<file path="src/rtl/button_pkg.sv">
// -----------------------------------------------------------------------------
// button_pkg
// Shared constants for the button front end and the game top: channel count,
// debounce and lockout defaults, and a width helper for the per-channel and
// lockout counters.
// No ports (package).
// -----------------------------------------------------------------------------
package button_pkg;

   // Number of button channels on the board.
   localparam int unsigned BTN_WIDTH           = 8;

   // Default debounce qualification window in clk cycles.
   localparam int unsigned BTN_DEBOUNCE_CYCLES = 500000;

   // Default post-press suppression window in clk cycles.
   localparam int unsigned BTN_LOCKOUT_CYCLES  = 2500000;

   // Legal parameter limits.
   localparam int unsigned BTN_DEBOUNCE_MIN    = 2;
   localparam int unsigned BTN_DEBOUNCE_MAX    = 32'd1 << 20;
   localparam int unsigned BTN_LOCKOUT_MIN     = 1;
   localparam int unsigned BTN_LOCKOUT_MAX     = 32'd1 << 24;

   // ceil(log2(n)), never below 1 so every counter has at least one bit.
   function automatic int unsigned cnt_bits(input int unsigned n);
      int unsigned bits;
      bits = $clog2(n);
      if (bits < 1) bits = 1;
      return bits;
   endfunction

endpackage : button_pkg

</file>
<file path="src/rtl/debounce_bit.sv">
// -----------------------------------------------------------------------------
// debounce_bit
// One button channel: 2-flop synchronizer, qualification counter and the
// debounced level register. A level change is accepted once the synchronized
// input has differed from the level for DEBOUNCE_CYCLES consecutive cycles;
// any cycle where they agree clears the counter, so a bounce restarts the
// qualification from zero.
//
// Ports
//   clk     in   sole clock, rising edge
//   reset   in   asynchronous, active-low reset
//   button  in   raw asynchronous button, 1 = pressed
//   level   out  debounced registered level
//   rise    out  high in the cycle a 0->1 change is being accepted, i.e. the
//                same edge that loads level with 1 (decoded from flops only)
// -----------------------------------------------------------------------------
module debounce_bit
   import button_pkg::*;
#(
   parameter int unsigned DEBOUNCE_CYCLES = BTN_DEBOUNCE_CYCLES
)
(
   input  logic clk,
   input  logic reset,
   input  logic button,
   output logic level,
   output logic rise
);

   localparam int unsigned   CW   = cnt_bits(DEBOUNCE_CYCLES);
   localparam logic [CW-1:0] LAST = CW'(DEBOUNCE_CYCLES - 1);

   logic          meta;
   logic          sync;
   logic [CW-1:0] cnt;
   logic          differ;
   logic          qualify;

   if ((DEBOUNCE_CYCLES < BTN_DEBOUNCE_MIN) || (DEBOUNCE_CYCLES > BTN_DEBOUNCE_MAX)) begin : g_bad_debounce
      $error("debounce_bit: DEBOUNCE_CYCLES out of range 2..2^20");
   end

   // Two-stage synchronizer; nothing else looks at the raw button.
   always_ff @(posedge clk or negedge reset) begin
      if (!reset) begin
         meta <= 1'b0;
         sync <= 1'b0;
      end else begin
         meta <= button;
         sync <= meta;
      end
   end

   assign differ  = sync ^ level;
   // Counter value LAST means this is the DEBOUNCE_CYCLES-th differing cycle.
   assign qualify = differ && (cnt == LAST);
   assign rise    = qualify & sync;

   always_ff @(posedge clk or negedge reset) begin
      if (!reset) begin
         cnt   <= '0;
         level <= 1'b0;
      end else if (!differ) begin
         cnt   <= '0;
      end else if (qualify) begin
         level <= sync;
         cnt   <= '0;
      end else begin
         cnt   <= cnt + CW'(1);
      end
   end

endmodule : debounce_bit

</file>
<file path="src/rtl/button_conditioner.sv">
// -----------------------------------------------------------------------------
// button_conditioner
// Conditions WIDTH raw mechanical buttons for the mole/LED scoring stage:
// each channel is synchronized and debounced in its own debounce_bit, and a
// registered one-cycle press pulse is produced in the first cycle a channel's
// debounced level reads 1. Releases never pulse.
//
// Optional feature (macro BTN_LOCKOUT_EN):
//   After any emitted pulse a lockout counter is loaded with LOCKOUT_CYCLES
//   and all press pulses are suppressed while it is nonzero. Presses that
//   qualify during lockout are dropped, never delivered late. When several
//   channels qualify in the same cycle only the lowest index pulses.
//   Without the macro there is no lockout counter, LOCKOUT_CYCLES is only
//   range-checked, and every qualifying channel pulses independently.
//
// Ports
//   clk        in   sole clock, rising edge
//   reset      in   asynchronous, active-low reset
//   button     in   [WIDTH] raw asynchronous buttons, 1 = pressed
//   btn_level  out  [WIDTH] debounced registered level per channel
//   btn_press  out  [WIDTH] registered one-cycle press pulse per channel
// -----------------------------------------------------------------------------
module button_conditioner
   import button_pkg::*;
#(
   parameter int unsigned WIDTH           = BTN_WIDTH,
   parameter int unsigned DEBOUNCE_CYCLES = BTN_DEBOUNCE_CYCLES,
   parameter int unsigned LOCKOUT_CYCLES  = BTN_LOCKOUT_CYCLES
)
(
   input  logic             clk,
   input  logic             reset,
   input  logic [WIDTH-1:0] button,
   output logic [WIDTH-1:0] btn_level,
   output logic [WIDTH-1:0] btn_press
);

   // Per-channel "accepting a press this edge" flags, decoded from flops.
   logic [WIDTH-1:0] rise;

   if ((LOCKOUT_CYCLES < BTN_LOCKOUT_MIN) || (LOCKOUT_CYCLES > BTN_LOCKOUT_MAX)) begin : g_bad_lockout
      $error("button_conditioner: LOCKOUT_CYCLES out of range 1..2^24");
   end

   for (genvar i = 0; i < WIDTH; i++) begin : g_ch
      debounce_bit #(
         .DEBOUNCE_CYCLES (DEBOUNCE_CYCLES)
      ) u_debounce (
         .clk    (clk),
         .reset  (reset),
         .button (button[i]),
         .level  (btn_level[i]),
         .rise   (rise[i])
      );
   end

`ifdef BTN_LOCKOUT_EN

   // Wide enough to hold LOCKOUT_CYCLES itself.
   localparam int unsigned      LW  = cnt_bits(LOCKOUT_CYCLES + 1);
   localparam logic [LW-1:0]    LOCK_LOAD = LW'(LOCKOUT_CYCLES);
   localparam logic [WIDTH-1:0] ONE = {{(WIDTH-1){1'b0}}, 1'b1};

   logic [LW-1:0]    lock_cnt;
   logic [WIDTH-1:0] press_next;

   // Two's-complement trick isolates the lowest set bit of rise.
   always_comb begin
      press_next = '0;
      if (lock_cnt == '0) begin
         press_next = rise & (~rise + ONE);
      end
   end

   always_ff @(posedge clk or negedge reset) begin
      if (!reset) begin
         btn_press <= '0;
         lock_cnt  <= '0;
      end else begin
         btn_press <= press_next;
         if (press_next != '0) begin
            lock_cnt <= LOCK_LOAD;
         end else if (lock_cnt != '0) begin
            lock_cnt <= lock_cnt - LW'(1);
         end
      end
   end

`else

   // Channels are independent: every qualifying channel pulses together.
   always_ff @(posedge clk or negedge reset) begin
      if (!reset) begin
         btn_press <= '0;
      end else begin
         btn_press <= rise;
      end
   end

`endif

endmodule : button_conditioner

</file>
<file path="config.mk">
export PLATFORM = sky130hd
export DESIGN_NAME = button_conditioner
export DESIGN_NICKNAME = d
export VERILOG_FILES = /design/src/rtl/button_pkg.sv /design/src/rtl/debounce_bit.sv /design/src/rtl/button_conditioner.sv
export SDC_FILE = /design/constraint.sdc
export NUM_CORES = 1
export LEC_CHECK = 0
export CAP_MARGIN = 10
export CORE_MARGIN = 8
export CORE_UTILIZATION = 62
export DETAILED_ROUTE_END_ITERATION = 6
export GPL_ROUTABILITY_DRIVEN = 0
export HOLD_SLACK_MARGIN = 0.05
export PLACE_DENSITY_LB_ADDON = 0.15
export SLEW_MARGIN = 5
export SYNTH_ARGS = -nofsm -noshare
export SYNTH_HDL_FRONTEND = slang
export SYNTH_SLANG_ARGS = --single-unit
</file>
<file path="constraint.sdc">
create_clock -name clk -period 2.2 [get_ports clk]
set_input_delay 0.44 -clock clk [delete_from_list [all_inputs] [get_ports clk]]
set_output_delay 0.44 -clock clk [all_outputs]
set_load 0.02 [all_outputs]
</file>
# Word-level counts from Yosys, hierarchy flattened
# Cells that the tools add are included.
[classes]
n_addsub = 8
eq_ne = 8
bitwise_logic = 16
muxes = 16
reduce_logical = 16
[ops]
columns = ["cell", "n"]
rows = [
  ["$mux 19", 16],
  ["$add 19x1->19 const B", 8],
  ["$eq 19x19->1 const B", 8],
  ["$reduce_and 2->1", 8],
  ["$and 1x1->1", 8],
  ["$logic_and 1x1->1", 8],
  ["$xor 1x1->1", 8],
]
[totals]
ff_bits = 184
out_inout_bits = 16
wordCells = 97
in_bits = 10

# Logic depth before layout (Yosys ltp)
# Gate-level depths: netlist (run 1).
[depth]
ltp_word = 4
depth_mapped = 6
mapped_depth_nobuf = 5

# By module
# From an unflattened synthesis (run 1), not the netlist that was laid out.
[unflattened]
hier_cells = 823
hier_area_um2 = 9058.7
[modules_own_cells]
columns = ["module", "area_each_um2", "instances", "cells_each", "seq_area_each_um2"]
rows = [
  ["debounce_bit at g_ch[0].u_debounce ...", 1108.6, 7, 102, 550.5],
  ["debounce_bit at g_ch[3].u_debounce", 1098.6, 1, 101, 550.5],
  ["button_conditioner", 200.2, 1, 8, 200.2],
]

# Least setup slack after synthesis (run 1)
# No wires, ideal clock.
[synth_timing]
path_kind = "register to register"
from = "reg g_ch[0].u_debounce.cnt[10]"
to = "reg g_ch[0].u_debounce.level"
required_ns = 2.075
path_slack_ns = 0.162
path_stages_with_launch = 5
arrival_ns = 1.913
setup_time_ns = 0.125
path_cell_list = "dfrtp_1 -> or4b_1 -> or4_4 -> nor2_1 -> mux2_2"
[synth_via]
elab_chain_cells = 3
[synth_rtl]
columns = ["item", "line_no", "text"]
rows = [
  ["from (decl)", "debounce_bit.sv:35", "logic [CW-1:0] cnt;"],
  ["from (signal assigned)", "debounce_bit.sv:69", "cnt <= cnt + CW'(1);"],
  ["$eq 19x19->1", "debounce_bit.sv:56", "assign qualify = differ && (cnt == LAST);"],
  ["$logic_and 1x1->1", "debounce_bit.sv:56", ""],
  ["$reduce_and 2->1 (no line)", "-", ""],
  ["to (signal assigned)", "debounce_bit.sv:66", "level <= sync;"],
  ["to (decl)", "debounce_bit.sv:26", "output logic level,"],
]
# No other way between the ends.
# A chain may end at the register's enable or synchronous reset.

# Final worst setup path (run 1)
[layout_timing]
from = "reg g_ch[0].u_debounce.cnt[14]"
to = "reg g_ch[0].u_debounce.level"
# Same word-level chain as after synthesis.

==> flow_summary_export.csv, run 1 <==
group,metric,value,unit
finish,final_common_cell,"dfrtp_1",
clock_tree,htreeDepth,4,
timing,hold_viol_final,0,
route,drc_errors,0,
global_routing,grt_pass1_wl,30900,um
timing,finalSetupViolCount,0,
finish,synthToLayoutAreaGrowth,13.9,%
clock_tree,clockBufferDepth,2,
finish,final_cell_mix,"dfrtp_1 (184), nor2_1 (130), xnor2_1 (72), nand3_1 (54), nand4_1 (46)",
pwr,leakage,4.00,nW
pwr,power-per-cell-area,690,mW/mm2
finish,layout.nets,925,
floorplan,start_util,63.2,%
route,vias_per_cell,5.92,
pwr,total_power,6.83,mW
floorplan,rows,43,
timing,slew_headroom,60.6,%
setup_path,critical_path_class,"reg2reg",
timing,fin_ws,0.0538,ns
global_routing,grt_overflow,0,
synth,syn_nets,877,
synth,ys.flop_type,"dfrtp_1",
clock_tree,cts_root_buf,"clkbuf_16",
setup_path,cp-end-kind,"register",
timing,holdWs,0.351,ns
floorplan,floorplan.die_area,0.0181,mm2
route,drt_iter0_drc,380,
placement,place_hpwl,11700,um
route,drt-wirelength-per-cell,15.5,um
synth,syn_avg_cell_area,10.1,um2
min_path,hp-class,"reg2reg",
timing,fin_crit,2.15,ns
clock_tree,cts_setup_buffers,0,
finish,diodes,0,
floorplan,die_w,134,um
finish,layout-drive-gt1-share,9.46,%
setup_path,cp_max_fo,4,
route,drt-total-wl,17100,um
timing,drv_slew,0,
pwr,ir_worst_vdd,0.509,mV
global_routing,antenna_found_initial,0,
finish,multi_input_area,0.00386,mm2
synth,ys_seq_area_share,52.9,%
run,drv_cap,0,
synth,yosysUniqueCellTypes,43,
setup_path,cp.arrival,2.46,ns
floorplan,core_area,0.0138,mm2
synth,syn_area,0.00870,mm2
setup_path,cp-start-kind,"register",
placement,numPortBuffers,25,
clock_tree,clk_latency,0.43,ns
finish,nFillCells,1002,
route,final_antenna_net_count,0,
route,dr.pass1.iters,7,
timing,skew,0.00574,ns
finish,post-route-util,71.9,%
timing,min_period_over_period,97.6,%
global_routing,grt_max_degree,53,
run_status,status,"finished clean",
clock_tree,cts_buffers,17,
synth,synth_edf_count,0,
timing,fin_setup_tns,0,ns
clock_tree,clock-sinks,184,
placement,place_ws,0.0994,ns
clock_tree,cts_tree,"yes",
setup_path,worstPathRequired,2.51,ns
floorplan,ioPinCount,26,
synth,ys_ff_latch,184,
global_routing,grt_pass1_vias,6644,
synth,synthCells,859,
route,num_vias,6508,
clock_tree,clk_pin_slew,0.06,ns
global_routing,grt_usage,20.6,%
timing,tightest_slew,0.585,ns
synth,async_reset_ff_share,100,%
finish,regArea,0.00460,mm2
timing,max_freq,466,MHz
floorplan,die_y,134,um
timing,rsz0062_at_grt,"false",
synth,yosys_warnings,0,
==> final timing paths <==
path,cells after the start,start,end,slack (ns)
max,4,g_ch[0].u_debounce.cnt[14],g_ch[0].u_debounce.level,0.05
min,0,g_ch[2].u_debounce.meta,g_ch[2].u_debounce.sync,0.35
max reg2reg,4,g_ch[0].u_debounce.cnt[14],g_ch[0].u_debounce.level,0.05
min reg2reg,0,g_ch[2].u_debounce.meta,g_ch[2].u_debounce.sync,0.35
max in group asynchronous,3,reset,g_ch[7].u_debounce.cnt[6],0.97
min in group asynchronous,2,reset,g_ch[5].u_debounce.cnt[17],0.52
==> synth_stat cells, types with 6 or more instances <==
library cell	number	area share, %
or3_1	18	1.3
buf_4	9	0.78
and2_1	8	0.58
nor4_1	23	1.7
xor2_1	39	3.9
dfrtp_1	184	53
nor3b_1	6	0.52
inv_1	28	1.2
and3_1	13	0.93
or2_2	7	0.50
nand2_1	41	1.8
clkbuf_1	14	0.60
xnor2_1	72	7.2
nand3_1	54	3.1
a21oi_1	33	1.9
ha_1	8	1.2
o31ai_1	10	0.86
o21ai_0	20	1.2
nor3_1	21	1.2
nand4_1	46	3.3
or4_1	16	1.4
nor2_1	130	5.6
mux2_2	6	0.78
and4_1	12	1.2
==> state kept, by name, summed over array words and instances (netlist names) <==
register and cells:
g_ch.u_debounce.level 8, g_ch.u_debounce.sync 8, btn_press 8, g_ch.u_debounce.cnt 152
g_ch.u_debounce.meta 8
==> timing repair <==
item                                   CTS  global route
hold buffers                             1             0
endpoints found under the hold margin   47             0
resized for setup                        0             0
==> worst max-delay path, cell delays in order (launching register included) <==
cell,delay [ns]
dfrtp_1,0.43
or4bb_1,0.57
or4_4,0.56
nor2_1,0.14
mux2_2,0.34
==> power by group <==
| group | leakage, nW | switching (mW) | internal (mW) |
|---|---|---|---|
| registers | 2.51 | 0.0522 | 3.43 |
| clock network | 0.290 | 1.26 | 1.85 |
| logic | 1.19 | 0.150 | 0.0868 |
| total | 4.00 | 1.47 | 5.37 |
==> logic make-up (layout without fill, tap and decap cells) <==
logic type / Yosys count / after routing / share of synthesized area, %
simple gates: 422 / 422 / 26.0
flops: 184 / 184 / 52.9
xor+xnor: 111 / 111 / 11.2
compound gates: 76 / 76 / 5.35
buf+inv: 52 / 113 / 2.65
fa+ha+maj: 8 / 8 / 1.15
mux: 6 / 6 / 0.777
==> final cells by class <==
class | instances | share of cell area [%]
sequential | 184 | 46.5
multi-input combinational | 623 | 39.0
clock buffer | 21 | 4.65
timing repair buffer | 53 | 5.06
inverter | 28 | 1.06
tap | 180 | 2.27
clock inverter | 11 | 1.47
==> metal layers <==
metal	vias to the layer above	share of wire (%)	GRT usage, %
met5	-	0	0
met4	0	1.5	7.05
met3	24	3.5	4.46
met1	3234	45	26.1
met2	120	50	34.4
li1	3130	-	-
==> metrics by stage <==
stage / cells / instance area [um2]
2_1_floorplan: 859 / 8700
3_3_place_gp: 1067 / 9290
3_5_place_dp: 1067 / 9290
4_1_cts: 1100 / 9910
5_1_grt: 1100 / 9910
6_report: 1100 / 9910
Note: power is estimated with default switching activity, not from simulation.
==> run 2: changes to the inputs <==
--- a/config.mk
+++ b/config.mk
@@ -12,6 +12,7 @@
 export GPL_ROUTABILITY_DRIVEN = 0
 export HOLD_SLACK_MARGIN = 0.05
 export PLACE_DENSITY_LB_ADDON = 0.15
+export SKIP_LAST_GASP = 1
 export SLEW_MARGIN = 5
 export SYNTH_ARGS = -nofsm -noshare
 export SYNTH_HDL_FRONTEND = slang
==> constraint.sdc (replaced) <==
create_clock -name clk -period 2.4 [get_ports clk]
set_input_delay 0.48 -clock clk [delete_from_list [all_inputs] [get_ports clk]]
set_output_delay 0.48 -clock clk [all_outputs]
set_load 0.02 [all_outputs]
==> run 2 against run 1 <==
Effect of this change:
- worst setup slack gained 0.17 ns
- largest power group unchanged
- sequential share of layout area up 0.67 points
- total power fell by 13%
- combinational power shrank 14%
- die area is the same
- wire length decreased by 2.4%
- critical path type unchanged
- register-to-register slack better by 0.17 ns
==> flow_summary_export.csv, run 2 (synthesis gave the netlist of run 1 again) <==
group,metric,value,unit
run,drv_cap,0,
floorplan,core_area,0.0138,mm2
clock_tree,cts_tree,"yes",
setup_path,worstReg2RegStart,"g_ch[0].u_debounce.cnt[10]",
route,final_antenna_net_count,0,
setup_path,cp-start-kind,"register",
route,vias_per_cell,5.98,
setup_path,cp-end-kind,"register",
finish,final_cell_mix,"dfrtp_1 (184), nor2_1 (130), xnor2_1 (72), nand3_1 (54), nand4_1 (46)",
timing,drv_slew,0,
global_routing,grt_overflow,0,
finish,layout-drive-gt1-share,8.46,%
finish,regMostFlops,"g_ch.u_debounce.cnt",
global_routing,grt_max_degree,72,
timing,skew,0.00559,ns
floorplan,die_y,134,um
clock_tree,cts_setup_buffers,0,
global_routing,antenna_found_initial,0,
timing,fin_setup_tns,0,ns
setup_path,worstPathRequired,2.68,ns
timing,slew_headroom,57.9,%
min_path,hp-class,"reg2reg",
floorplan,floorplan.die_area,0.0181,mm2
finish,layout.nets,917,
floorplan,start_util,63.2,%
finish,diodes,0,
clock_tree,clock-sinks,184,
route,drt_iter0_drc,470,
setup_path,critical_path_class,"reg2reg",
clock_tree,cts_buffers,17,
timing,finalSetupViolCount,0,
route,num_vias,6515,
finish,final_common_cell,"dfrtp_1",
setup_path,startpoint,"g_ch[0].u_debounce.cnt[10]",
clock_tree,htreeDepth,4,
route,drc_errors,0,
clock_tree,clockBufferDepth,2,
global_routing,grt_usage,19.3,%
finish,largest_reg_flops,152,
clock_tree,cts_root_buf,"clkbuf_16",
pwr,total_power,5.97,mW
clock_tree,clk_latency,0.42,ns
floorplan,rows,43,
route,dr.pass1.iters,5,
route,drt-total-wl,16700,um
timing,hold_viol_final,0,
route,drt-wirelength-per-cell,15.3,um
finish,synthToLayoutAreaGrowth,12.3,%
setup_path,cp-endpoint,"g_ch[0].u_debounce.cnt[17]",
clock_tree,clk_pin_slew,0.06,ns
timing,tightest_slew,0.626,ns
pwr,power-per-cell-area,611,mW/mm2
setup_path,r2r_cells,4,
timing,holdWs,0.347,ns
placement,place_area,0.00922,mm2
floorplan,die_w,134,um
global_routing,grt_pass1_wl,29000,um
setup_path,reg2reg_to,"g_ch[0].u_debounce.cnt[17]",
timing,rsz0062_at_grt,"false",
timing,min_period_over_period,90.5,%
clock_tree,post_cts_resized,0,
setup_path,cp_max_fo,18,
setup_path,cp.arrival,2.46,ns
finish,final_area,0.00977,mm2
run_status,status,"finished clean",
timing,fin_crit,2.17,ns
placement,numPortBuffers,25,
pwr,leakage,3.94,nW
timing,max_freq,460,MHz
floorplan,ioPinCount,26,
global_routing,grt_pass1_vias,6424,
setup_path,reg2reg_setup_slack,0.23,ns
placement,place_hpwl,11300,um
pwr,ir_worst_vdd,0.641,mV
[run 2: repair_timing]
action | CTS | global route
hold buffers | 1 | 0
hold endpoints to repair | 18 | 0
setup endpoints to repair | 0 | 0
[run 2: routing by layer]
metal | global-route usage (%) | up-vias | part of all wire (%)
met5 | 0 | - | 0
met4 | 6.99 | 0 | 1.5
met3 | 4.98 | 27 | 4.2
met2 | 32.6 | 150 | 51
met1 | 23.5 | 3226 | 44
li1 | - | 3112 | -
[run 2: cell type report]
class	instances	area, um2
sequential	184	4600
inverter	28	105
clock inverter	9	77.6
timing repair buffer	45	429
tap	180	225
clock buffer	21	460
multi-input combinational	623	3860
fill	993	4010
[run 2: how the worst min path moves through the flow]
| stage | to | cells past startpoint | startpoint |
|---|---|---|---|
| floorplan | btn_press[0] | 0 | reset |
| detailed placement | g_ch[5].u_debounce.cnt[14] | 1 | reset |
| global placement | g_ch[0].u_debounce.sync | 0 | g_ch[0].u_debounce.meta |
| finish | g_ch[3].u_debounce.sync | 0 | g_ch[3].u_debounce.meta |
| global route | g_ch[0].u_debounce.sync | 0 | g_ch[0].u_debounce.meta |
| CTS | g_ch[3].u_debounce.sync | 0 | g_ch[3].u_debounce.meta |
[run 2: power breakdown]
part / switching [mW] / leakage (nW) / internal (mW) / total [mW]
Clock: 1.10 / 0.272 / 1.46 / 2.57
Combinational: 0.133 / 1.15 / 0.0720 / 0.205
Sequential: 0.0476 / 2.51 / 3.15 / 3.20
[run 2: worst max-delay path, stage by stage, from the launching register on]
cell     delay, ns
dfrtp_1       0.41
or4b_1        0.53
or4_4         0.57
o21ai_4       0.41
a21oi_1       0.11
[run 2: per-stage QoR]
step                worst slack, ns  utilization (%)  instances
floorplan                     0.362                -        859
global placement              0.289             66.9       1059
detailed placement            0.256             66.9       1059
CTS                           0.230             70.9       1090
global route                  0.135             70.9       1090
finish                        0.227             70.9       1090
==> run 3: changes to the inputs <==
--- a/config.mk
+++ b/config.mk
@@ -6,12 +6,14 @@
 export NUM_CORES = 1
 export LEC_CHECK = 0
 export CAP_MARGIN = 10
+export CORE_ASPECT_RATIO = 0.5
 export CORE_MARGIN = 8
 export CORE_UTILIZATION = 62
 export DETAILED_ROUTE_END_ITERATION = 6
 export GPL_ROUTABILITY_DRIVEN = 0
 export HOLD_SLACK_MARGIN = 0.05
 export PLACE_DENSITY_LB_ADDON = 0.15
+export RECOVER_POWER = 100
 export SKIP_LAST_GASP = 1
 export SLEW_MARGIN = 5
 export SYNTH_ARGS = -nofsm -noshare
==> run 3 against run 2 <==
Effect of this change:
- the run now ends with max-capacitance violations, max-slew violations left
- clock-buffer cell count fell by 2
- worst setup slack worse by 0.033 ns
- wire length is 2.7% lower
- combinational power is 5% lower
- first-iteration DRC count down 8.1%
- via count fell by 2.2%
- sequential share of layout area grew 0.25 points
- clock power increased by 2%
- hold slack better by 0.0062 ns
- die area increased by 1.3%
==> flow_summary_export.csv, run 3 (synthesis gave the netlist of run 1 again) <==
group,metric,value,unit
run_status,status,"finished with violations",
run_status,violations,"max-capacitance violations, max-slew violations",
clock_tree,clk_pin_slew,0.07,ns
finish,regMostFlops,"g_ch.u_debounce.cnt",
finish,diodes,0,
setup_path,cp_max_fo,18,
route,num_vias,6369,
finish,final_cell_mix,"dfrtp_1 (184), nor2_1 (130), xnor2_1 (72), nand3_1 (54), nand4_1 (46)",
setup_path,cp-end-kind,"register",
timing,min_period_over_period,91.9,%
pwr,leakage,3.94,nW
setup_path,r2r_cells,4,
timing,skew,0.00905,ns
global_routing,antenna_found_initial,0,
timing,slew_headroom,-16.2,%
floorplan,start_util,63.8,%
timing,fin_setup_tns,0,ns
global_routing,grt_max_degree,71,
route,drt-wirelength-per-cell,14.7,um
route,drt_iter0_drc,432,
placement,place_hpwl,10900,um
setup_path,cp-start-kind,"register",
clock_tree,clk_latency,0.43,ns
floorplan,die_y,99.8,um
route,drt-total-wl,16200,um
timing,fin_crit,2.21,ns
setup_path,path_cells,"or4b_1, or4_1, o21ai_4, nor2_1",
placement,place_ws,0.205,ns
finish,synthToLayoutAreaGrowth,11.7,%
global_routing,grt_overflow,0,
clock_tree,htreeDepth,4,
run,drv_cap,1,
finish,largest_reg_flops,152,
route,final_antenna_net_count,0,
global_routing,busiest_layer,"met2",
timing,tightest_slew,1.74,ns
global_routing,use_met1,24.0,%
timing,hold_viol_final,0,
finish,final_common_cell,"dfrtp_1",
setup_path,critical_path_class,"reg2reg",
finish,layout.nets,917,
floorplan,rows,30,
global_routing,grt_usage,19.0,%
clock_tree,cts_hold_buffers,0,
timing,finalSetupViolCount,0,
pwr,ir_worst_vdd,0.487,mV
route,dr.pass1.iters,4,
clock_tree,cts_setup_buffers,0,
setup_path,cp.arrival,2.50,ns
placement,numPortBuffers,25,
timing,max_freq,453,MHz
finish,layout-drive-gt1-share,7.46,%
min_path,min_path_cells,0,
clock_tree,clock-sinks,184,
setup_path,crit_path_top_delay_cell,"or4_1",
clock_tree,cts_root_buf,"clkbuf_16",
setup_path,crit_path_max_incr_delay,0.62,ns
setup_path,worstPathRequired,2.70,ns
pwr,power-per-cell-area,618,mW/mm2
route,vias_per_cell,5.77,
clock_tree,cts_buffers,17,
timing,fin_ws,0.194,ns
global_routing,grt_pass1_wl,28700,um
clock_tree,clockBufferDepth,2,
floorplan,core_area,0.0136,mm2
clock_tree,cts_tree,"yes",
global_routing,use_met2,31.0,%
min_path,hp-class,"reg2reg",
global_routing,grtUsageMet3,5.42,%
floorplan,die_w,184,um
floorplan,ioPinCount,26,
clock_tree,post_cts_resized,0,
route,drc_errors,0,
timing,drv_slew,69,
pwr,total_power,6.01,mW
global_routing,grt_pass1_vias,6316,
floorplan,floorplan.die_area,0.0183,mm2
timing,rsz0062_at_grt,"false",
timing,holdWs,0.353,ns
[run 3: metrics by stage]
stage / util (%) / area [um2] / std cells
after detailed placement: 67.9 / 9250 / 1072
final: 71.3 / 9720 / 1104
after global routing: 71.3 / 9720 / 1104
after CTS: 71.9 / 9800 / 1104
after floorplan: - / 8700 / 859
after global placement: 67.9 / 9250 / 1072
[run 3: path summary, 6_finish.rpt]
kind                                            start                         end  slack (ns)
max                        g_ch[0].u_debounce.cnt[10]   g_ch[0].u_debounce.cnt[8]        0.19
min                           g_ch[3].u_debounce.meta     g_ch[3].u_debounce.sync        0.35
max reg2reg                g_ch[0].u_debounce.cnt[10]   g_ch[0].u_debounce.cnt[8]        0.19
min reg2reg                   g_ch[3].u_debounce.meta     g_ch[3].u_debounce.sync        0.35
max in group asynchronous                       reset   g_ch[4].u_debounce.cnt[1]        0.58
min in group asynchronous                       reset  g_ch[5].u_debounce.cnt[12]        0.51
[run 3: where the power goes]
part | internal (mW) | leakage, nW | switching (mW)
Sequential | 3.15 | 2.51 | 0.0475
Clock | 1.36 | 0.261 | 1.26
Combinational | 0.0604 | 1.16 | 0.134
Total | 4.57 | 3.94 | 1.44
[run 3: layout make-up]
| class | count | area, um2 |
|---|---|---|
| clock inverter | 13 | 114 |
| multi-input combinational | 623 | 3840 |
| sequential | 184 | 4600 |
| timing repair buffer | 45 | 375 |
| tap | 192 | 240 |
| inverter | 28 | 105 |
| clock buffer | 19 | 433 |
| fill | 1028 | 3910 |
[run 3: layer usage]
metal	share of wire, %	wire (um)	vias to the layer above
met4	1.1	172	0
met2	47	7620	112
li1	-	-	3121
met1	47	7700	3118
met5	0	0	-
met3	4.5	738	18
[run 3: worst max-delay path, delay by kind of cell (launching register included)]
kind | cells | cell delay [ns]
simple gates | 3 | 1.25
compound gates | 1 | 0.42
flops | 1 | 0.41
